--- src/rtl/serial_word_collector_pkg.sv ---
// Shared definitions for the serial word datapath: default word width,
// bit-order encoding shared with the transmitter, and counter sizing.
package serial_word_collector_pkg;

  localparam int DEFAULT_WIDTH = 8;

  typedef enum logic {
    ORDER_LSB_FIRST = 1'b0,
    ORDER_MSB_FIRST = 1'b1
  } bit_order_e;

  typedef enum logic {
    BUF_EMPTY = 1'b0,
    BUF_FULL  = 1'b1
  } buf_state_e;

  // Bit counter width; never narrower than one bit.
  function automatic int cnt_width(input int w);
    return (w <= 2) ? 1 : $clog2(w);
  endfunction

endpackage

--- src/rtl/serial_word_collector_hold_buf.sv ---
// One-entry valid/ready output buffer. A load while full and not being
// consumed is dropped and reported on the drop pulse.
module word_hold_buf
  import serial_word_collector_pkg::*;
#(
  parameter int WIDTH = DEFAULT_WIDTH
) (
  input  logic             clk,
  input  logic             rst,
  input  logic             load,
  input  logic [WIDTH-1:0] load_data,
  output logic [WIDTH-1:0] out_word,
  output logic             out_vld,
  input  logic             out_rdy,
  output logic             drop
);

  buf_state_e       state_q, state_d;
  logic [WIDTH-1:0] word_q, word_d;

  always_comb begin
    state_d = state_q;
    word_d  = word_q;
    drop    = 1'b0;
    unique case (state_q)
      BUF_EMPTY: begin
        if (load) begin
          state_d = BUF_FULL;
          word_d  = load_data;
        end
      end
      BUF_FULL: begin
        // Consume and load together keeps the buffer full with no bubble.
        if (load && out_rdy) begin
          word_d = load_data;
        end else if (load) begin
          drop = 1'b1;
        end else if (out_rdy) begin
          state_d = BUF_EMPTY;
        end
      end
      default: state_d = BUF_EMPTY;
    endcase
  end

  always_ff @(posedge clk) begin
    if (rst) begin
      state_q <= BUF_EMPTY;
      word_q  <= '0;
    end else begin
      state_q <= state_d;
      word_q  <= word_d;
    end
  end

  assign out_word = word_q;
  assign out_vld  = (state_q == BUF_FULL);

endmodule

--- src/rtl/serial_word_collector.sv ---
// Serial-to-parallel word collector with start-of-frame realignment,
// a one-entry output buffer and a sticky overflow flag.
module serial_word_collector
  import serial_word_collector_pkg::*;
#(
  parameter int WIDTH     = DEFAULT_WIDTH,
  parameter int LSB_FIRST = 1
) (
  input  logic                        clk,
  input  logic                        rst,
  input  logic                        in_bit,
  input  logic                        in_vld,
  input  logic                        in_sof,
  output logic [WIDTH-1:0]            out_word,
  output logic                        out_vld,
  input  logic                        out_rdy,
  output logic                        overflow,
  input  logic                        clr_ovf,
  output logic [cnt_width(WIDTH)-1:0] bit_cnt
);

  localparam int             CW       = cnt_width(WIDTH);
  localparam logic [CW-1:0]  CNT_LAST = CW'(WIDTH - 1);
  localparam logic [CW-1:0]  CNT_ONE  = CW'(1);
  localparam bit_order_e     ORDER    = (LSB_FIRST != 0) ? ORDER_LSB_FIRST : ORDER_MSB_FIRST;

  logic [WIDTH-1:0] sh_q, sh_d, shifted;
  logic [CW-1:0]    cnt_q, cnt_d, cnt_base;
  logic             done;
  logic             ovf_q, ovf_d;
  logic             drop;

  generate
    if (ORDER == ORDER_LSB_FIRST) begin : g_lsb
      assign shifted = {in_bit, sh_q[WIDTH-1:1]};
    end else begin : g_msb
      assign shifted = {sh_q[WIDTH-2:0], in_bit};
    end
  endgenerate

  always_comb begin
    sh_d  = sh_q;
    cnt_d = cnt_q;
    done  = 1'b0;
    // A start-of-frame bit is always bit 0, whatever was collected before.
    cnt_base = in_sof ? '0 : cnt_q;
    if (in_vld) begin
      sh_d = shifted;
      if (cnt_base == CNT_LAST) begin
        done  = 1'b1;
        cnt_d = '0;
      end else begin
        cnt_d = cnt_base + CNT_ONE;
      end
    end
  end

  // A fresh drop beats a simultaneous clear.
  assign ovf_d = drop ? 1'b1 : (clr_ovf ? 1'b0 : ovf_q);

  always_ff @(posedge clk) begin
    if (rst) begin
      sh_q  <= '0;
      cnt_q <= '0;
      ovf_q <= 1'b0;
    end else begin
      sh_q  <= sh_d;
      cnt_q <= cnt_d;
      ovf_q <= ovf_d;
    end
  end

  word_hold_buf #(.WIDTH(WIDTH)) u_buf (
    .clk       (clk),
    .rst       (rst),
    .load      (done),
    .load_data (sh_d),
    .out_word  (out_word),
    .out_vld   (out_vld),
    .out_rdy   (out_rdy),
    .drop      (drop)
  );

  assign overflow = ovf_q;
  assign bit_cnt  = cnt_q;

endmodule
--- config.mk ---
export PLATFORM = sky130hd
export DESIGN_NAME = serial_word_collector
export DESIGN_NICKNAME = d
export VERILOG_FILES = /design/src/rtl/serial_word_collector_pkg.sv /design/src/rtl/serial_word_collector_hold_buf.sv /design/src/rtl/serial_word_collector.sv
export SDC_FILE = /design/constraint.sdc
export NUM_CORES = 1
export LEC_CHECK = 0
export CORE_MARGIN = 1.5
export CORE_UTILIZATION = 51
export CTS_CLUSTER_DIAMETER = 200
export CTS_CLUSTER_SIZE = 16
export DETAILED_ROUTE_END_ITERATION = 10
export MAX_ROUTING_LAYER = met4
export PLACE_DENSITY = 0.87
export SETUP_SLACK_MARGIN = 0.2
export SLEW_MARGIN = 20
export SYNTH_ARGS = -nofsm -noshare
export SYNTH_HDL_FRONTEND = slang
export SYNTH_SLANG_ARGS = --single-unit
--- constraint.sdc ---
create_clock -name clk -period 2.96 [get_ports clk]
set_clock_uncertainty 0.05 [all_clocks]
set_input_delay 0.74 -clock clk [delete_from_list [all_inputs] [get_ports clk]]
set_output_delay 0.74 -clock clk [all_outputs]
set_load 0.03 [all_outputs]
==> results of run 1 <==
==> layer usage <==
metal | vias to the layer above | wire, um | global-route usage
met4 | 0 | 10 | 0.109
met2 | 7 | 657 | 0.241
li1 | 311 | - | -
met1 | 266 | 644 | 0.225
met5 | - | 0 | -
met3 | 2 | 40 | 0.0245
==> metrics by stage <==
| stage | power, mW | setup slack [ns] | util | cell area, um^2 | hold slack (ns) |
|---|---|---|---|---|---|
| after floorplan | 0.307 | 1.16 | - | 877 | 0.401 |
| after global placement | 0.317 | 0.613 | 0.677 | 1050 | 0.410 |
| after detailed placement | 0.318 | 0.561 | 0.677 | 1050 | 0.417 |
| after CTS | 0.473 | 0.809 | 0.700 | 1090 | 0.432 |
| after global routing | 0.485 | 0.707 | 0.700 | 1090 | 0.450 |
| final | 0.468 | 0.823 | 0.700 | 1090 | 0.426 |
==> final cells by class <==
cell class,instances,area (um^2)
fillers,117,468
multi-input cells,57,429
flip-flops and latches,20,400
repair buffers,20,198
well taps,16,20.0
inverters,2,7.51
clock buffers,4,36.3
==> cells in the final DEF, fill, tap and decap left out, drive strengths merged <==
| cell type | n |
|---|---|
| dfxtp | 20 |
| clkdlybuf4s50 | 19 |
| nand2b | 17 |
| mux2i | 17 |
| nor2 | 12 |
| nor2b | 4 |
| clkbuf | 4 |
| inv | 2 |
| ha | 2 |
| and2b | 1 |
| nand2 | 1 |
| o22ai | 1 |
| a32oi | 1 |
| a21oi | 1 |
| buf | 1 |
==> worst max path at each step <==
stage / end / from / slack [ns] / depth (start not counted)
after global placement: u_buf.out_word[0]$_SDFFE_PP0P_ / in_sof / 0.61 / 7
final: bit_cnt[1] / bit_cnt[1]$_SDFFE_PP0P_ / 0.82 / 1
after global routing: u_buf.out_word[5]$_SDFFE_PP0P_ / in_sof / 0.71 / 7
after detailed placement: u_buf.out_word[6]$_SDFFE_PP0P_ / in_sof / 0.56 / 7
after CTS: bit_cnt[1] / bit_cnt[1]$_SDFFE_PP0P_ / 0.81 / 1
after floorplan: u_buf.out_word[0]$_SDFFE_PP0P_ / in_sof / 1.16 / 6
==> cell families after synthesis <==
kind of cell,after synthesis,synth area share
buffers and inverters,7,0.0542
multiplexers,17,0.194
AND/OR/NAND/NOR,35,0.244
AO/OA/AOI/OAI,3,0.0228
flip-flops,20,0.456
adder cells (fa/ha/maj),2,0.0285
==> power by group through the flow <==
stage,sequential (mW),combinational (mW),clock [mW]
finish,0.274,0.0375,0.156
floorplan,0.283,0.0234,0
global route,0.275,0.0409,0.169
global placement,0.280,0.0365,0
detailed placement,0.281,0.0372,0
CTS,0.274,0.0376,0.161
==> flip-flops by register name (all words and copies together), names as in the netlist <==
signal	flops
sh_q	7
bit_cnt	3
u_buf.out_vld	1
u_buf.out_word	8
overflow	1
==> flow_summary_export.csv, run 1 <==
group,metric,value,unit
outcome,run_status,"complete, but fails checks",
outcome,violations,"DRC",
sta,worst_pin_slew,0.744,ns
sta,final_setup_viols,0,
critical_path,critPathKind,"register to output port",
clocking,worst_setup_hold_path_clk_slew,0.11,ns
critical_path,crit_chain,"clkdlybuf4s50_1",
synthesis,synthCells,84,
synthesis,synth_seq_area_share,0.456,
pwr,netSwitchingPower,0.101,mW
floorplan,core_area,1560,um^2
pwr,vdd.ir_drop.worst,0.000261,V
sta,clock.fmax,468,MHz
drt,drt-wirelength-per-cell,11.4,um
cells_and_area,antenna_cells_inserted,0,
synthesis,ys_seq_elements,20,
grt,overflow,0,
place,gpl.final_weighted_congestion,0.781,
synthesis,postSynthNetCount,93,
synthesis,synth-edff-count,0,
clocking,ctsResizeCount,0,
synthesis,synth.area.top_cells,"sky130_fd_sc_hd__dfxtp_1 46%, sky130_fd_sc_hd__mux2i_1 19%, sky130_fd_sc_hd__nand2b_1 12%",
job,max_cap_viol_count,0,
clocking,clock_tree.root_cell,"sky130_fd_sc_hd__clkbuf_4",
grt,gr-usage-all-layers,0.170,
grt,largest_net_degree_at_the_start_of_global_routing,29,
drt,totalWireLength,1350,um
grt,initial_antenna_violation_count,0,
cells_and_area,design.final.nets,113,
synthesis,synth.cell_area,877,um^2
critical_path,cp_max_stage_cell,"sky130_fd_sc_hd__clkdlybuf4s50_1",
drt,antenna_violating_nets_post_route,0,
grt,grt_pass1_wl,2370,um
drt,detailroute.via_count,586,
pwr,pwr_density_cell,429,nW/um^2
sta,max_slew_headroom,0.502,
floorplan,dieWidth,44.5,um
critical_path,crit_path_end_kind,"output port",
critical_path,r2r_slack,1.38,ns
hold_path,hold_path_startpoint,"sh_q[1]$_SDFF_PP0_",
clocking,tritoncts,"yes",
floorplan,pin_count,20,
cells_and_area,finalNonFillerCells,119,
cells_and_area,drive_above_1_share,0.0777,
synthesis,synth_common_cells,"20 x sky130_fd_sc_hd__dfxtp_1, 17 x sky130_fd_sc_hd__mux2i_1, 17 x sky130_fd_sc_hd__nand2b_1",
drt,route.detailed.vias_per_inst,4.92,
synthesis,synth_area_leader_cell,"sky130_fd_sc_hd__dfxtp_1",
floorplan,die-area,1980,um^2
clocking,post_cts_hold_buffer_count,0,
critical_path,critical_path.startpoint_type,"register",
clocking,clock_latency,0.30,ns
critical_path,cp.arrival,1.35,ns
pwr,share_comb_of_total_power,0.080,
critical_path,cpLargestDelayFamily,"buffers and inverters",
synthesis,synth_async_sr_flop_share,0,
pwr,internal-power,0.367,mW
critical_path,rr_endpoint,"u_buf.out_word[6]$_SDFFE_PP0P_",
sta,final-hold-violation-count,0,
critical_path,rr_worst_depth,6,
hold_path,hold_path_class,"register to register",
floorplan,fp-row-count,14,
hold_path,whs_path_depth,2,
sta,final-max-slew-violation-count,0,
grt,first_global_vias,545,
place,place.port_buffers,19,
pwr,power.share.clock,0.334,
place,placed_cells_incl_taps,115,
synthesis,synth_top_area_share,0.456,
pwr,static-leakage-power,0.423,nW
synthesis,synthDistinctLibCells,17,
cells_and_area,syn_to_final_growth,24.4,%
drt,first_pass_iteration_count_of_the_detailed_router,8,
hold_path,worstHoldEndpoint,"u_buf.out_word[0]$_SDFFE_PP0P_",
critical_path,crit_required,2.17,ns
synthesis,synth-warning-count,0,
synthesis,post-synth-top-count-cell,"sky130_fd_sc_hd__dfxtp_1",
synthesis,syn_avg_cell_area,10.4,um^2
clocking,post_cts_buffers,0,
drt,drc_errors,3,
floorplan,die_h,44.5,um
critical_path,critical_path_peak_fanout,3,
clocking,clock-sinks,20,
pwr,p_sw_frac,0.216,
sta,setup-tns-final,0,ns
floorplan,floorplan.initialDensity,0.563,
sta,finalCritPeriodShare,0.722,
pwr,power.sequential.fraction,0.586,
clocking,clock_path_buffers,2,
sta,grt_setup_unrepaired,"false",
critical_path,worstPathBufferInverterCount,1,
clocking,htree_levels,1,
critical_path,worst_path_largest_cell_delay,0.68,ns
drt,initialDrtViolationCount,12,
place,post-dp-hpwl,958,um
synthesis,synth_ff_type,"sky130_fd_sc_hd__dfxtp_1",
critical_path,critical_path.reg2reg.startpoint,"bit_cnt[0]$_SDFFE_PP0P_",
clocking,cts-buffers-inserted,3,
sta,min_period,2.14,ns
(Power assumes the default switching activity.)
==> inputs of run 2 (changes only) <==
- CORE_UTILIZATION: 51 -> 43
- PLACE_DENSITY: 0.87 -> 0.79
- clock period: 2.96 -> 1.8 ns (I/O delays scaled with it)
==> flow_summary_export.csv, run 2 (synthesis gave the netlist of run 1 again) <==
group,metric,value,unit
pwr,static-leakage-power,0.494,nW
cells_and_area,seqCellArea,402,um^2
clocking,clock_tree.root_cell,"sky130_fd_sc_hd__clkbuf_4",
clocking,clock_latency,0.28,ns
pwr,netSwitchingPower,0.150,mW
drt,drt-wirelength-per-cell,10.6,um
critical_path,critical_path_peak_fanout,3,
sta,clock.fmax,647,MHz
sta,finalCritPeriodShare,0.859,
drt,detailroute.via_count,605,
drt,antenna_violating_nets_post_route,0,
floorplan,core_area,1940,um^2
critical_path,cpLargestDelayFamily,"buffers and inverters",
cells_and_area,layout.cells.most_common_list,"19 x sky130_fd_sc_hd__dfxtp_1, 17 x sky130_fd_sc_hd__nand2b_1, 17 x sky130_fd_sc_hd__mux2i_1, 12 x sky130_fd_sc_hd__dlygate4sd2_1, 11 x sky130_fd_sc_hd__nor2_1",
drt,initialDrtViolationCount,11,
hold_path,whs_path_depth,2,
sta,worst_pin_slew,0.309,ns
grt,overflow,0,
place,post-dp-hpwl,1000,um
pwr,power.share.clock,0.272,
pwr,internal-power,0.563,mW
grt,first_global_vias,521,
critical_path,cp_max_stage_cell,"sky130_fd_sc_hd__dlygate4sd2_1",
sta,setup_slack,0.254,ns
hold_path,hold_path_startpoint,"u_buf.out_word[6]$_SDFFE_PP0P_",
grt,initial_antenna_violation_count,0,
critical_path,critical_path.reg2reg.startpoint,"bit_cnt[1]$_SDFFE_PP0P_",
floorplan,fp-row-count,16,
grt,largest_net_degree_at_the_start_of_global_routing,29,
cells_and_area,drive_above_1_share,0.142,
clocking,worst_setup_hold_path_clk_slew,0.10,ns
critical_path,r2r_slack,0.31,ns
clocking,post_cts_hold_buffer_count,0,
critical_path,worst_path_largest_cell_delay,0.41,ns
floorplan,pin_count,20,
clocking,clock_path_buffers,2,
cells_and_area,syn_to_final_growth,29.7,%
place,place.port_buffers,19,
critical_path,critPathKind,"register to output port",
cells_and_area,area_used_by_multi_input_combinational_logic,447,um^2
clocking,tritoncts,"yes",
clocking,cts-buffers-inserted,3,
job,max_cap_viol_count,0,
critical_path,worstPathBufferInverterCount,1,
floorplan,die_h,48.2,um
floorplan,die-area,2320,um^2
hold_path,hold_path_class,"register to register",
sta,final-max-slew-violation-count,0,
sta,final_setup_viols,0,
pwr,p_sw_frac,0.210,
sta,final-hold-violation-count,0,
critical_path,crit_path_end_kind,"output port",
pwr,pwr_density_cell,627,nW/um^2
cells_and_area,largest_reg_flops,8,
drt,route.detailed.vias_per_inst,4.55,
pwr,share_comb_of_total_power,0.095,
cells_and_area,fill_cells,190,
floorplan,floorplan.initialDensity,0.452,
critical_path,cp.arrival,1.05,ns
pwr,power.sequential.fraction,0.633,
sta,min_period,1.55,ns
cells_and_area,final_common_cell,"sky130_fd_sc_hd__dfxtp_1",
critical_path,rr_endpoint,"u_buf.out_word[4]$_SDFFE_PP0P_",
grt,gr-usage-all-layers,0.135,
pwr,total_power,0.713,mW
drt,totalWireLength,1400,um
drt,drc_errors,0,
clocking,clock-sinks,20,
floorplan,dieWidth,48.2,um
clocking,htree_levels,1,
cells_and_area,design.final.nets,117,
drt,first_pass_iteration_count_of_the_detailed_router,4,
critical_path,crit_cells,1,
outcome,run_status,"finished, final reports clean",
pwr,vdd.ir_drop.worst,0.000433,V
critical_path,crit_chain,"dlygate4sd2_1",
critical_path,rr_worst_depth,6,
sta,worst_hold_slack,0.425,ns
sta,max_slew_headroom,0.795,
cells_and_area,antenna_cells_inserted,0,
hold_path,worstHoldEndpoint,"u_buf.out_word[6]$_SDFFE_PP0P_",
grt,grt_pass1_wl,2190,um
critical_path,critical_path.startpoint_type,"register",
critical_path,crit_required,1.30,ns
place,place_worst_setup_slack,-0.335,ns
place,gpl.final_weighted_congestion,0.665,
sta,grt_setup_unrepaired,"false",
[run 2: through the flow]
step	setup TNS [ns]	util	instance area (um^2)	cells
floorplan	0	-	878	84
global placement	-2.36	0.573	1110	130
detailed placement	-3.28	0.573	1110	130
CTS	0	0.584	1130	133
global route	0	0.586	1140	133
finish	0	0.586	1140	133
[run 2: how the worst max path moves through the flow]
stage,slack [ns],from,endpoint
6_report,0.25,bit_cnt[1]$_SDFFE_PP0P_,bit_cnt[1]
4_1_cts,0.21,bit_cnt[2]$_SDFFE_PP0P_,bit_cnt[2]
3_3_place_gp,-0.24,in_sof,u_buf.out_word[0]$_SDFFE_PP0P_
2_1_floorplan,0.22,bit_cnt[1]$_SDFFE_PP0P_,u_buf.out_word[0]$_SDFFE_PP0P_
5_1_grt,0.20,bit_cnt[2]$_SDFFE_PP0P_,bit_cnt[2]
3_5_place_dp,-0.34,in_sof,u_buf.out_word[4]$_SDFFE_PP0P_
[run 2: cell type report]
cell class | count | area share
timing repair buffer | 24 | 0.198
multi-input combinational | 57 | 0.393
sequential | 20 | 0.353
inverter | 2 | 0.00660
tap | 27 | 0.0297
clock buffer | 3 | 0.0198
[run 2: layer usage]
metal  track usage  up-vias  share of wire
met4        0.0324        0         0.0043
met5             -        -              0
li1              -      319              -
met3        0.0222        2          0.044
met1         0.172      270           0.47
met2         0.224       14           0.48
[run 2: power by group through the flow]
stage                     clock, mW  sequential, mW  combinational, mW
after global placement            0           0.461             0.0681
after floorplan                   0           0.466             0.0385
after global routing          0.220           0.452             0.0725
after detailed placement          0           0.462             0.0694
after CTS                     0.203           0.451             0.0679
final                         0.194           0.451             0.0679
[run 2: timing repair]
item                                    4_1_cts  5_1_grt
endpoints found under the setup margin       24        7
pin swaps                                     2        1
hold endpoints to repair                      0        0
gates resized for setup                      18        2
setup buffers                                 0        0
[run 2: worst min-delay path: stages (launching register included)]
cell	delay [ns]
sky130_fd_sc_hd__dfxtp_1	0.32
sky130_fd_sc_hd__nand2b_1	0.06
sky130_fd_sc_hd__mux2i_1	0.06
==> edit, RTL diff (settings of run 2) <==
Put one more register stage on the output `bit_cnt`, with the module's reset. The value now appears one clock later. The other outputs are not delayed to match.
--- a/src/rtl/serial_word_collector.sv
+++ b/src/rtl/serial_word_collector.sv
@@ -84,3 +84,9 @@
   assign overflow = ovf_q;
-  assign bit_cnt  = cnt_q;
+  always_ff @(posedge clk) begin
+    if (rst) begin
+      bit_cnt <= '0;
+    end else begin
+      bit_cnt <= cnt_q;
+    end
+  end
 
Behaviour: not the same (a bounded check fails within 4 cycles, from zero or initial values and one cycle with rst high).
==> edit against run 2 <==
- setup slack got worse by 0.023 ns
- synthesized cell count rose by 11%
- area after synthesis rose by 4.3%
- sequential cell count rose by 4
- fmax fell by 1.4%
- total power rose by 25%
- routed wire length rose by 35%
- design area rose by 12%
- non-clock buffer count rose by 7
- largest power group unchanged
==> edit: results (changes against run 2) <==
- The static power due to leakage is 0.546 nW (+11%).
- The met2 global-route usage came to 29.5% (+7.1 points).
- The overall routing resource usage was 17.2% (+3.7 points).
- The aggregate routed wire length is 1900 microns (+35%).
- The half-perimeter wire length of the detailed placement result is 1290 microns (+29%).
- The headroom to the max-slew limit is 79.0% (-0.52 points).
- The sequential element share of the synthesized area was 52.5% (+6.9 points).
- The worst hold slack is 0.433 ns (+0.00875 ns).
- The number of nets in the finished design came to 133 (+14%).
- The number of nets produced by synthesis is 102 (+9.7%).
- The share of cell area taken by muxes after synthesis is 10.9% (-8.5 points).
- The arrival time at the worst endpoint is 1.76 ns (+0.71 ns).
- The mean post-synth cell area came to 9.83 sq um (-5.8%).
- The post-synthesis adder-cell area fraction is 2.74% (-0.12 points).
- The global-route met3 utilization is 2.45% (+0.23 points).
- The final weighted congestion in routability-driven placement was 0.697 (+4.8%).
- The worst vdd rail ir drop is 0.445 mV (+2.7%).
- The routed via count divided by cell count is 5.06 (+11%).
- The reg2reg setup slack is 0.26 ns (-0.05 ns).
- The kind of cell with the highest combined delay along the critical path is simple AND/OR/NAND/NOR gates.
- By area the synthesized netlist is led by sky130_fd_sc_hd__dfxtp_1, sky130_fd_sc_hd__mux2i_1, sky130_fd_sc_hd__or3_1.
- The met1 demand-to-capacity share in global routing is 18.5% (+1.3 points).
- The flow ran to the end, and the final reports show no timing, DRC or antenna violations.
- The capture instance of the worst register-to-register path is u_buf.out_word[7]$_SDFFE_PP0P_.
- The destination of the worst hold path is u_buf.out_word[3]$_SDFFE_PP0P_.
- The pin count of the biggest net entering global routing is 25 (-14%).
- The area fraction in compound gates after synthesis is 10.9% (+8.7 points).
- The number of design-rule violations left by the first detailed-router iteration is 23 (+12).
- The count of different cell masters after synthesis came to 18 (+1).
- The total number of vias is 759 (+25%).
- The most critical setup path has its startpoint at in_sof.
- Sorting the synthesized cells by how often they occur yields sky130_fd_sc_hd__dfxtp_1, sky130_fd_sc_hd__nor2_1, sky130_fd_sc_hd__mux2i_1.
- The biggest cell delay along the critical path came to 0.38 ns (-0.03 ns).
- The launch instance of the worst min-delay path is u_buf.out_word[3]$_SDFFE_PP0P_.
- The number of filler cells placed in the layout is 151 (-21%).
- The post-CTS clock slew at the launch and capture registers of the worst setup and hold paths was 0.13 ns (+0.03 ns).
- The wire length of the first global-routing pass is 3130 microns (+43%).
- The beginning of the worst register-to-register path is cnt_q[0]$_SDFFE_PP0P_.
## edit: cell types whose count changed after synthesis, sizes merged, moves of 2 or more
cell / delta
a21oi: +8
clkbuf: +2
dfxtp: +4
mux2i: -7
nand2b: -15
nor2b: +3
o21ai: +8
or3: +8
## edit: area by class of cell
type	instances	share of cell area [%]
Multi-Input combinational cell	62	34.1
Timing Repair Buffer	31	22.0
Tap cell	27	2.64
Clock buffer	4	2.84
Sequential cell	24	37.8
Inverter	2	0.588
## edit: kinds of logic after synthesis
group | after synthesis
and+or+nand+nor | 30
DFF | 24
AOI/OAI and AO/OA | 19
muxes | 10
buffers and inverters | 8
adders and majority gates | 2
## edit: worst max path at each step
stage,end,slack (ns)
final,u_buf.out_word[7]$_SDFFE_PP0P_,0.23
after global routing,u_buf.out_word[2]$_SDFFE_PP0P_,0.19
after CTS,u_buf.out_word[7]$_SDFFE_PP0P_,0.17
after detailed placement,u_buf.out_word[7]$_SDFFE_PP0P_,-0.52
after global placement,u_buf.out_word[3]$_SDFFE_PP0P_,-0.40
after floorplan,u_buf.out_word[1]$_SDFFE_PP0P_,0.21
## edit: metrics by stage
step / area (sq um) / util, % / setup WS (ns) / total power, mW
finish: 1280 / 64.5 / 0.231 / 0.893
global route: 1280 / 64.5 / 0.188 / 0.920
CTS: 1240 / 62.6 / 0.169 / 0.889
detailed placement: 1180 / 59.7 / -0.521 / 0.619
global placement: 1180 / 59.7 / -0.401 / 0.617
floorplan: 915 / - / 0.212 / 0.588
## edit: worst reg2reg max path, stage by stage (launching register included)
cell and delay [ns]:
sky130_fd_sc_hd__dfxtp_2 0.35, sky130_fd_sc_hd__nor2b_4 0.17, sky130_fd_sc_hd__ha_4 0.15, sky130_fd_sc_hd__ha_4 0.14, sky130_fd_sc_hd__nand2_2 0.09, sky130_fd_sc_hd__or3_1 0.38, sky130_fd_sc_hd__a21oi_2 0.14
## edit: timing repair
| action | 4_1_cts | 5_1_grt |
|---|---|---|
| pin swaps | 3 | 2 |
| setup endpoints to repair | 25 | 13 |
| endpoints found under the hold margin | 0 | 0 |
| gates resized for setup | 23 | 15 |
| gates cloned | 1 | 0 |
| buffers inserted | 1 | 1 |
## edit: power by group
group | internal [mW] | switching (mW)
Sequential | 0.538 | 0.00344
Clock | 0.123 | 0.153
Combinational | 0.0408 | 0.0341
## edit: per-layer routing
layer	vias to the layer above	wire, microns
li1	374	-
met4	0	53
met5	-	0
met2	20	991
met3	8	60
met1	357	795
